--- src/rtl/audio_pkg.sv ---
// rtl/audio_pkg.sv - shared audio frame constants for the I2S source and serializer
package audio_pkg;

  localparam int AUD_BIT_DEPTH_DFLT = 32;
  localparam int MCLK_PER_BCLK_DFLT = 4;

  // The serializer's 5-bit bit counter indexes within one half-frame.
  localparam int BCLK_PER_HALF  = 32;
  localparam int BCLK_PER_FRAME = 64;
  localparam int BIT_CNT_W      = $clog2(BCLK_PER_FRAME);

  function automatic int mclk_per_frame(input int mclk_per_bclk);
    return mclk_per_bclk * BCLK_PER_FRAME;
  endfunction

endpackage

--- src/rtl/audio_i2s_frame_source_if.sv ---
// rtl/audio_i2s_frame_source_if.sv - stereo sample valid/ready handshake from the synth engine
interface audio_i2s_frame_source_if
  import audio_pkg::*;
#(
  parameter int AUD_BIT_DEPTH = AUD_BIT_DEPTH_DFLT
);

  logic [AUD_BIT_DEPTH-1:0] i_lsample;
  logic [AUD_BIT_DEPTH-1:0] i_rsample;
  logic                     i_sample_valid;
  logic                     o_sample_ready;

  modport master (
    output i_lsample,
    output i_rsample,
    output i_sample_valid,
    input  o_sample_ready
  );

  modport slave (
    input  i_lsample,
    input  i_rsample,
    input  i_sample_valid,
    output o_sample_ready
  );

endinterface

--- src/rtl/audio_i2s_clkgen.sv ---
// rtl/audio_i2s_clkgen.sv - BCLK/LRCK divider chain with a frame-start strobe
module audio_i2s_clkgen
  import audio_pkg::*;
#(
  parameter int MCLK_PER_BCLK = MCLK_PER_BCLK_DFLT
) (
  input  logic clk,
  input  logic rst_n,
  output logic bclk,
  output logic lrck,
  output logic frame_start
);

  localparam int DIV_W = (MCLK_PER_BCLK > 2) ? $clog2(MCLK_PER_BCLK) : 1;
  localparam logic [DIV_W-1:0]     DIV_LAST = DIV_W'(MCLK_PER_BCLK - 1);
  localparam logic [DIV_W-1:0]     DIV_HALF = DIV_W'(MCLK_PER_BCLK / 2);
  localparam logic [BIT_CNT_W-1:0] BIT_LAST = BIT_CNT_W'(BCLK_PER_FRAME - 1);

  logic [DIV_W-1:0]     div_cnt;
  logic [DIV_W-1:0]     div_next;
  logic [BIT_CNT_W-1:0] bit_cnt;
  logic [BIT_CNT_W-1:0] bit_next;
  logic                 div_wrap;

  always_comb begin
    div_wrap    = (div_cnt == DIV_LAST);
    div_next    = div_wrap ? '0 : div_cnt + DIV_W'(1);
    bit_next    = div_wrap ? bit_cnt + BIT_CNT_W'(1) : bit_cnt;
    // Asserted in the cycle whose closing edge wraps bit_cnt 63 -> 0.
    frame_start = div_wrap && (bit_cnt == BIT_LAST);
  end

  // BCLK/LRCK are decoded from the next counter values so they flip on the
  // same edge as the counters rather than one cycle behind them.
  always_ff @(posedge clk or negedge rst_n) begin
    if (!rst_n) begin
      div_cnt <= '0;
      bit_cnt <= '0;
      bclk    <= 1'b0;
      lrck    <= 1'b0;
    end else begin
      div_cnt <= div_next;
      bit_cnt <= bit_next;
      bclk    <= (div_next >= DIV_HALF);
      lrck    <= bit_next[BIT_CNT_W-1];
    end
  end

endmodule

--- src/rtl/audio_i2s_frame_source.sv ---
// rtl/audio_i2s_frame_source.sv - frame timing, one-entry sample buffer and serializer words
module audio_i2s_frame_source
  import audio_pkg::*;
#(
  parameter int AUD_BIT_DEPTH = AUD_BIT_DEPTH_DFLT,
  parameter int MCLK_PER_BCLK = MCLK_PER_BCLK_DFLT
) (
  input  logic                      iAUD_XCK,
  input  logic                      reset_reg_N,
  audio_i2s_frame_source_if.slave   smp,
  output logic                      o_sample_req,
  input  logic                      i_underrun_clr,
  output logic                      o_underrun,
  output logic                      oAUD_BCLK,
  output logic                      oAUD_DACLRCK,
  output logic [AUD_BIT_DEPTH-1:0]  o_lsound_out,
  output logic [AUD_BIT_DEPTH-1:0]  o_rsound_out
);

  logic                     frame_start;
  logic                     buf_full;
  logic [AUD_BIT_DEPTH-1:0] buf_l;
  logic [AUD_BIT_DEPTH-1:0] buf_r;
  logic                     load;

  audio_i2s_clkgen #(
    .MCLK_PER_BCLK(MCLK_PER_BCLK)
  ) u_clkgen (
    .clk        (iAUD_XCK),
    .rst_n      (reset_reg_N),
    .bclk       (oAUD_BCLK),
    .lrck       (oAUD_DACLRCK),
    .frame_start(frame_start)
  );

  assign smp.o_sample_ready = !buf_full;
  assign load               = smp.i_sample_valid && !buf_full;

  // A sample accepted on a starved frame-start edge goes into the buffer and
  // waits for the next frame; the starved frame still counts as an underrun.
  always_ff @(posedge iAUD_XCK or negedge reset_reg_N) begin
    if (!reset_reg_N) begin
      buf_full     <= 1'b0;
      buf_l        <= '0;
      buf_r        <= '0;
      o_sample_req <= 1'b0;
      o_underrun   <= 1'b0;
      o_lsound_out <= '0;
      o_rsound_out <= '0;
    end else begin
      o_sample_req <= frame_start;

      if (frame_start && buf_full) begin
        o_lsound_out <= buf_l;
        o_rsound_out <= buf_r;
      end

      if (frame_start && !buf_full) begin
        o_underrun <= 1'b1;
      end else if (i_underrun_clr) begin
        o_underrun <= 1'b0;
      end

      if (load) begin
        buf_l    <= smp.i_lsample;
        buf_r    <= smp.i_rsample;
        buf_full <= 1'b1;
      end else if (frame_start) begin
        buf_full <= 1'b0;
      end
    end
  end

endmodule

--- src/flat_wrapper.sv ---
// flat-port wrapper written by rule: the top's interface ports become plain ports
module audio_i2s_frame_source_flat import audio_pkg::*;
#(
  parameter int AUD_BIT_DEPTH = AUD_BIT_DEPTH_DFLT,
  parameter int MCLK_PER_BCLK = MCLK_PER_BCLK_DFLT
)
  (iAUD_XCK, reset_reg_N, o_sample_req, i_underrun_clr, o_underrun, oAUD_BCLK, oAUD_DACLRCK, o_lsound_out, o_rsound_out, smp_i_lsample, smp_i_rsample, smp_i_sample_valid, smp_o_sample_ready);
  audio_i2s_frame_source_if #(.AUD_BIT_DEPTH(AUD_BIT_DEPTH)) smp_i ();
  input  logic iAUD_XCK;
  input  logic reset_reg_N;
  output logic o_sample_req;
  input  logic i_underrun_clr;
  output logic o_underrun;
  output logic oAUD_BCLK;
  output logic oAUD_DACLRCK;
  output logic [AUD_BIT_DEPTH-1:0] o_lsound_out;
  output logic [AUD_BIT_DEPTH-1:0] o_rsound_out;
  input wire logic [$bits(smp_i.i_lsample)-1:0] smp_i_lsample;
  input wire logic [$bits(smp_i.i_rsample)-1:0] smp_i_rsample;
  input wire logic [$bits(smp_i.i_sample_valid)-1:0] smp_i_sample_valid;
  output wire logic [$bits(smp_i.o_sample_ready)-1:0] smp_o_sample_ready;
  assign smp_i.i_lsample = smp_i_lsample;
  assign smp_i.i_rsample = smp_i_rsample;
  assign smp_i.i_sample_valid = smp_i_sample_valid;
  assign smp_o_sample_ready = smp_i.o_sample_ready;
  audio_i2s_frame_source #(.AUD_BIT_DEPTH(AUD_BIT_DEPTH), .MCLK_PER_BCLK(MCLK_PER_BCLK)) u_core (.iAUD_XCK(iAUD_XCK), .reset_reg_N(reset_reg_N), .smp(smp_i), .o_sample_req(o_sample_req), .i_underrun_clr(i_underrun_clr), .o_underrun(o_underrun), .oAUD_BCLK(oAUD_BCLK), .oAUD_DACLRCK(oAUD_DACLRCK), .o_lsound_out(o_lsound_out), .o_rsound_out(o_rsound_out));
endmodule
--- config.mk ---
export PLATFORM = sky130hd
export DESIGN_NAME = audio_i2s_frame_source_flat
export DESIGN_NICKNAME = d
export VERILOG_FILES = /design/src/rtl/audio_pkg.sv /design/src/rtl/audio_i2s_frame_source_if.sv /design/src/rtl/audio_i2s_clkgen.sv /design/src/rtl/audio_i2s_frame_source.sv /design/src/flat_wrapper.sv
export SDC_FILE = /design/constraint.sdc
export NUM_CORES = 1
export LEC_CHECK = 0
export ABC_AREA = 1
export CAP_MARGIN = 20
export CORE_MARGIN = 4
export CORE_UTILIZATION = 30
export DETAILED_ROUTE_END_ITERATION = 8
export DONT_BUFFER_PORTS = 1
export REMOVE_ABC_BUFFERS = 1
export SLEW_MARGIN = 10
export SYNTH_ARGS = -nofsm -noshare
export SYNTH_HDL_FRONTEND = slang
export SYNTH_SLANG_ARGS = --single-unit
--- constraint.sdc ---
create_clock -name iAUD_XCK -period 3.47 [get_ports iAUD_XCK]
set_clock_uncertainty 0.1 [all_clocks]
set_input_delay 0.5205 -clock iAUD_XCK [delete_from_list [all_inputs] [get_ports iAUD_XCK]]
set_output_delay 0.5205 -clock iAUD_XCK [all_outputs]
set_load 0.02 [all_outputs]
==> results of run 1 <==
worst max-delay path by stage:
stage / startpoint / end / slack (ns) / depth (start not counted)
2_1_floorplan: u_core.buf_full / u_core.buf_l[0] / -0.59 / 4
3_3_place_gp: u_core.u_clkgen.bclk / u_core.o_lsound_out[2] / 1.33 / 7
3_5_place_dp: u_core.u_clkgen.bclk / u_core.o_lsound_out[28] / 1.29 / 6
4_1_cts: u_core.buf_full / smp_o_sample_ready / 0.85 / 2
5_1_grt: u_core.buf_full / smp_o_sample_ready / 0.75 / 2
6_report: u_core.buf_full / smp_o_sample_ready / 0.88 / 2
power by group:
| group | switching (mW) | internal, mW |
|---|---|---|
| clock network | 0.643 | 1.09 |
| logic | 0.0384 | 0.0325 |
| registers | 0.0440 | 1.71 |
per-layer routing:
| metal | up-vias | GRT usage [%] | part of all wire (%) |
|---|---|---|---|
| met5 | - | 0 | 0.094 |
| met3 | 19 | 5.36 | 8.2 |
| met2 | 105 | 20.8 | 46 |
| li1 | 1949 | - | - |
| met1 | 1874 | 18.1 | 44 |
| met4 | 2 | 5.15 | 1.6 |
final cells by class:
cell class                      count  area share (%)
Timing Repair Buffer                6           0.919
Inverter                            7           0.420
Multi-Input combinational cell    413            29.8
Tap cell                          229            4.58
Clock inverter                      3            1.04
Clock buffer                       24            7.69
Sequential cell                   139            55.6
cell usage in the layout, fill, tap and decap left out:
| cell type | instances |
|---|---|
| nand3_1 | 66 |
| nor3_1 | 1 |
| xor2_1 | 2 |
| clkbuf_8 | 3 |
| buf_4 | 5 |
| buf_12 | 1 |
| nand3b_1 | 1 |
| or2_2 | 1 |
| dfrtp_1 | 138 |
| o21ai_0 | 2 |
| clkbuf_1 | 4 |
| nor2_4 | 1 |
| nand4_1 | 65 |
| nand2_2 | 2 |
| ha_1 | 2 |
| nand2_1 | 266 |
| xnor2_1 | 1 |
| clkbuf_16 | 17 |
| nor2_1 | 2 |
| inv_2 | 2 |
| clkinv_2 | 1 |
| dfrtp_2 | 1 |
| nand3_4 | 1 |
| inv_1 | 5 |
| bufinv_16 | 2 |
cell families (layout without fill, tap and decap cells):
family / count (synthesis) / after routing / synth area share [%]
AOI/OAI and AO/OA: 2 / 2 / 0.179
xor gates and xnor gates: 3 / 3 / 0.469
adders and majority gates: 2 / 2 / 0.447
buffers and inverters: 55 / 40 / 4.83
DFF: 139 / 139 / 62.1
and+or+nand+nor: 406 / 406 / 31.9
per-stage QoR:
step	power (mW)	hold WS [ns]	area, um2
final	3.56	-0.291	6260
after global routing	3.73	-0.324	6260
after detailed placement	1.85	0.128	5710
after global placement	1.85	0.128	5710
after CTS	3.62	-0.323	6260
after floorplan	1.83	0.125	5350
registers in the layout, summed over array words and instances, names as in the netlist:
register / cells
u_core.o_lsound_out: 32
u_core.u_clkgen.bclk: 1
u_core.buf_l: 32
u_core.buf_full: 1
u_core.o_rsound_out: 32
u_core.u_clkgen.div_cnt: 1
u_core.buf_r: 32
u_core.o_sample_req: 1
u_core.u_clkgen.bit_cnt: 6
u_core.o_underrun: 1
critical path: stages, from the launching register on:
cell and delay, ns:
dfrtp_2 0.63, inv_2 0.32, buf_4 0.57
==> impl_results.md, run 1 <==
* Crit-path max FO at 54
* Synth area leaders: dfrtp_1, nand2_1, nand4_1
* DIE AREA at around 0.021 mm2
* DRC viols at 0
* Reg-to-reg setup timing slack at 1.35 ns
* Fmax at roughly 390 MHz
* Max_cap viols at 0
* Iteration-0 DRC Markers at roughly 170
* Detailed-route wire length at approximately 14 mm
* TritonCTS clock tree: done
* Setup repair bufs after CTS at 0
* Worst r2r src: u_core.u_clkgen.bclk
* Max_slew headroom at 52.1%
* Initial core utilization at 30.8%
* Die height at between 100 and 150 um
* Failing checks: negative hold slack
* DR WL/cell at between 15 and 20 um
* CP Class: reg -> out
* Vias per cell at between 4 and 5
* CTS Buf Count at 17
* IO Port Bufs at 0
* TNS Setup at 0 ns
* Core area at approximately 0.018 mm2
* Leak Pwr at ~3.3 nW
* Largest net degree at the start of global routing at between 100 and 150
* Number of global-route vias before repair at 3958
* Root Buffer: clkbuf_16
* PD cells at between 500 and 600 mW/mm2
* Ratio of cells with drive above 1 in the final layout at ~6.3%
* Final min period at around 2.6 ns
* #FFs+latches synth at roughly 140
* Critical R2R Capture: u_core.o_lsound_out[28]
* RSZ-0062 raised after global routing: false
* Final Max Slew Viols at 0
* Most frequent cells after synthesis: nand2_1, dfrtp_1, nand3_1, nand4_1, clkbuf_1
* Setup Slack @ Placement at around 1.3 ns
* Final hold vios at 139
* Ys flop type: dfrtp_1
* Multi-input logic area at between 0.0015 and 0.002 mm2
* Cells after Synth at between 600 and 700
* Die width at 145 um
* Critical Path RT at 2.85 ns
* H-tree Lvls at 4
* FF-to-FF path depth at 6
* Max VDD drop at ~320 uV
* Drt first pass iters at 4
* Ys async rst share at 100%
* Count leader, synth: nand2_1
* Fill cells at 1898
* Post-synth top area cell: dfrtp_1
* Fin crit share at between 70% and 80%
* Routability cong. at ~0.73
* Status: finished with violations
* Diode count at 0
* Hold Crit Class: in -> async
* Total GRT Usage at between 10% and 20%
* Finished Layout Cells at a little over 800
* CTS max path bufs at 2
* I/O pin cnt at approximately 140
* Syn_area_per_cell at 9.22 um2
* Setup crit start kind: flop
* Setup crit end kind: primary output
* Fin nets at about 650
* Number of synthesized flops with an enable pin at 0
* GRT overflow at 0
* Synthesized area at roughly 0.0056 mm2
* Post-cts sizing count at 0
* Synth cell types at 20
* Hold slack at -0.291 ns
* Worst Setup Slack, final at between 0.8 and 0.9 ns
* Area growth, synth to finish at 11.8%
* Arr. time, crit path at ~2 ns
* # rows at 49
* Initial antenna violation count at 1
* Yosys warnings at 0
* # setup viols final at 0
* Worst skew pair latency at 0.41 ns
* First-pass GRT wire length at ~22 mm
* Seq/Total Area, Yosys at slightly above 60%
* Post-route ant nets at 0
* Util after Layout at 34.5%
* Total number of vias at a little under 4000
* Dpl hpwl at approximately 8.0 mm
* Slew @ Worst Pin at slightly above 0.7 ns
* Placed cells at 794
* Share of the synthesized area in the top cell type at 62.1%
* Register clock-pin slew on the reported worst setup and hold paths at approximately 0.060 ns
* FF/Latch Area at 0.00348 mm2
* Clock Sinks at 139
Note: power is estimated with default switching activity, not from simulation.
==> run 2, diff against run 1 <==
- ABC_AREA: 1 -> 0
- clock period: 3.47 -> 2.6 ns (I/O delays scaled with it)
==> run 2 against run 1 <==
Net effect: the flow still finishes with violations (negative hold slack); combinational power increased by 69%; clock power increased by 51%; sequential share of layout area increased by 0.84 points.
==> impl_results.md, run 2 <==
* Status: finished with violations (unchanged)
* Failing checks: negative hold slack (unchanged)
* Largest net degree at the start of global routing at 140 (unchanged)
* Dpl hpwl at 6.10 mm (was 7.98 mm)
* Detailed-route wire length at 9.52 mm (was 13.9 mm)
* Max_cap viols at 0 (unchanged)
* Post-synth top area cell: dfrtp_1 (unchanged)
* FF/Latch Area at 0.00348 mm2 (about the same)
* #FFs+latches synth at 139 (unchanged)
* Initial antenna violation count at 1 (unchanged)
* Seq/Total Area, Yosys at 66.3% (was 62.1%)
* Most Crowded Layer GR: met2 (unchanged)
* IO Port Bufs at 0 (unchanged)
* Ratio of cells with drive above 1 in the final layout at 35.3% (was 6.25%)
* First-pass GRT wire length at 16.0 mm (was 22.3 mm)
* Setup repair bufs after CTS at 0 (unchanged)
* I/O pin cnt at 137 (unchanged)
* TritonCTS clock tree: done (unchanged)
* Fin crit share at between 70% and 80%
* Cells after Synth at 306 (was 607)
* Routability cong. at 0.687 (was 0.732)
* Placed cell area at 0.00543 mm2 (was 0.00571 mm2)
* Post-cts sizing count at 0 (unchanged)
* Max_slew headroom at 74.7% (was 52.1%)
* Setup Slack @ Placement at 0.518 ns (was 1.29 ns)
* Util after Layout at 35.8% (was 34.5%)
* Post-route ant nets at 0 (unchanged)
* DR WL/cell at 17.0 um (was 16.9 um)
* Core area at 0.0172 mm2 (was 0.0181 mm2)
* # rows at 48 (was 49)
* Routing usage on met1 at 11.8% (was 18.1%)
* Synth cell types at 19 (was 20)
* Syn_area_per_cell at 17.1 um2 (was 9.22 um2)
* Root Buffer: clkbuf_16 (unchanged)
* Setup crit start kind: flop (unchanged)
* Final instance area at 0.00617 mm2 (was 0.00626 mm2)
* Synth area leaders: dfrtp_1, mux2_2, mux2_1 (was dfrtp_1, nand2_1, nand4_1)
* Iteration-0 DRC Markers at 73 (was 168)
* Yosys warnings at 0 (unchanged)
* Met2 Use GR at 16.2% (was 20.8%)
* CTS Buf Count at 17 (unchanged)
* Total number of vias at 2481 (was 3949)
* Synthesized area at 0.00525 mm2 (was 0.00560 mm2)
* FF-to-FF path depth at 5 (was 6)
* GRT overflow at 0 (unchanged)
* Diode count at 0 (unchanged)
* H-tree Lvls at 4 (unchanged)
* Worst Setup Slack, final at 0.545 ns (was 0.880 ns)
* Most common cell after layout, fill and taps aside: dfrtp_1 (was nand2_1)
* PD cells at 824 mW/mm2 (was 569 mW/mm2)
* Ys flop type: dfrtp_1 (unchanged)
* TNS Setup at 0 ns (unchanged)
* Vias per cell at 4.44 (was 4.81)
* Final hold vios at 139 (unchanged)
* Max VDD drop at 411 uV (was 320 uV)
* Final Max Slew Viols at 0 (unchanged)
* Commonest cells after routing, fill and taps aside: dfrtp_1, mux2_2, mux2_1 (was nand2_1, dfrtp_1, nand3_1)
* DRC viols at 0 (unchanged)
* Routing usage on met3 at 5.67% (was 5.36%)
* Slew @ Worst Pin at 0.379 ns (was 0.719 ns)
* # setup viols final at 0 (unchanged)
* Most frequent cells after synthesis: dfrtp_1, mux2_2, mux2_1, buf_2 (was nand2_1, dfrtp_1, nand3_1, nand4_1, clkbuf_1)
* Setup crit end kind: flop (was primary output)
* Number of global-route vias before repair at 2873 (was 3958)
* Worst skew pair latency at 0.41 ns (about the same)
* Register clock-pin slew on the reported worst setup and hold paths at 0.06 ns (about the same)
* Die width at 140 um (was 145 um)
* Number of synthesized flops with an enable pin at 0 (unchanged)
* CTS max path bufs at 2 (unchanged)
* DIE AREA at 0.0197 mm2 (was 0.0209 mm2)
* Die height at 140 um (was 145 um)
* Drt first pass iters at 4 (unchanged)
* Fill cells at 1615 (was 1898)
* Hold slack at -0.425 ns (was -0.291 ns)
* Ys async rst share at 100% (unchanged)
* Multi-input logic area at 0.00162 mm2 (was 0.00186 mm2)
* Share of the synthesized area in the top cell type at 66.3% (was 62.1%)
* Arr. time, crit path at 2.25 ns (was 1.97 ns)
* RSZ-0062 raised after global routing: false (unchanged)
* Final min period at 2.06 ns
* Critical Path RT at 2.79 ns (was 2.85 ns)
* Fin nets at 391 (was 654)
* Total GRT Usage at 10.4% (was 13.8%)
* Area growth, synth to finish at 17.5% (was 11.8%)
* Leak Pwr at 2.93 nW (was 3.30 nW)
* Crit-path max FO at 65 (was 54)
* Fmax at just under 500 MHz
* CP Class: reg -> reg (was reg -> out)
* CTS Hold Bufs at 8
* Initial core utilization at 30.4% (was 30.8%)
* Clock Sinks at 139 (unchanged)
* Count leader, synth: dfrtp_1 (was nand2_1)
* Hold Crit Class: in -> async (unchanged)
-- run 2: cell count changes after synthesis, sizes merged, moves of 12 or more --
cell	previous run	this run
nand2	268	1
mux2	0	129
nand3	67	3
nand4	65	2
clkbuf	21	0
buf	27	15
-- run 2: where the power goes --
group | internal [mW] | leakage, nW | switching (mW)
sequential | 2.28 | 1.82 | 0.0514
combinational | 0.0920 | 0.797 | 0.0280
clock | 1.73 | 0.314 | 0.895
total | 4.10 | 2.93 | 0.975
-- run 2: final cells by class --
type	count	area share (%)
Clock buffer	22	8.02
Clock inverter	10	2.62
Inverter	2	0.122
Multi-Input combinational cell	150	26.2
Sequential cell	139	56.4
Tap cell	225	4.57
Timing Repair Buffer	11	2.07
-- run 2: worst max-delay path: stages, from the launching register on --
cell and delay (ns):
dfrtp_1 0.35, ha_1 0.32, nand3_1 0.21, nor3_4 0.19
buf_12 0.35, mux2_2 0.38
-- run 2: per-layer routing --
layer  wire (um)  share of wire, %
met5           7             0.073
met3         833               8.7
met2        4650                49
met4         122               1.3
met1        3910                41
-- run 2: worst paths after layout --
check                                      startpoint                    endpoint  slack (ns)
max                              u_core.u_clkgen.bclk     u_core.o_rsound_out[31]        0.54
min                                       reset_reg_N             u_core.buf_r[6]       -0.43
max reg2reg                      u_core.u_clkgen.bclk     u_core.o_rsound_out[31]        0.54
min reg2reg                u_core.u_clkgen.div_cnt[0]  u_core.u_clkgen.div_cnt[0]        0.33
max in group asynchronous                 reset_reg_N  u_core.u_clkgen.bit_cnt[2]        2.69
min in group iAUD_XCK                smp_i_rsample[7]             u_core.buf_r[7]        0.03
-- run 2: per-stage QoR --
step	hold slack (ns)	instances	power [mW]
floorplan	-0.00559	291	2.46
global route	-0.459	559	5.29
CTS	-0.455	559	5.17
global placement	-0.00197	519	2.47
detailed placement	-0.000861	519	2.49
finish	-0.425	559	5.08
-- run 2: kinds of logic after synthesis --
logic type      share of synthesized area, %
compound gates                         0.167
xor+xnor                               0.835
fa+ha+maj                              0.477
buf+inv                                 3.17
flops                                   66.3
mux                                     27.7
simple gates                            1.36
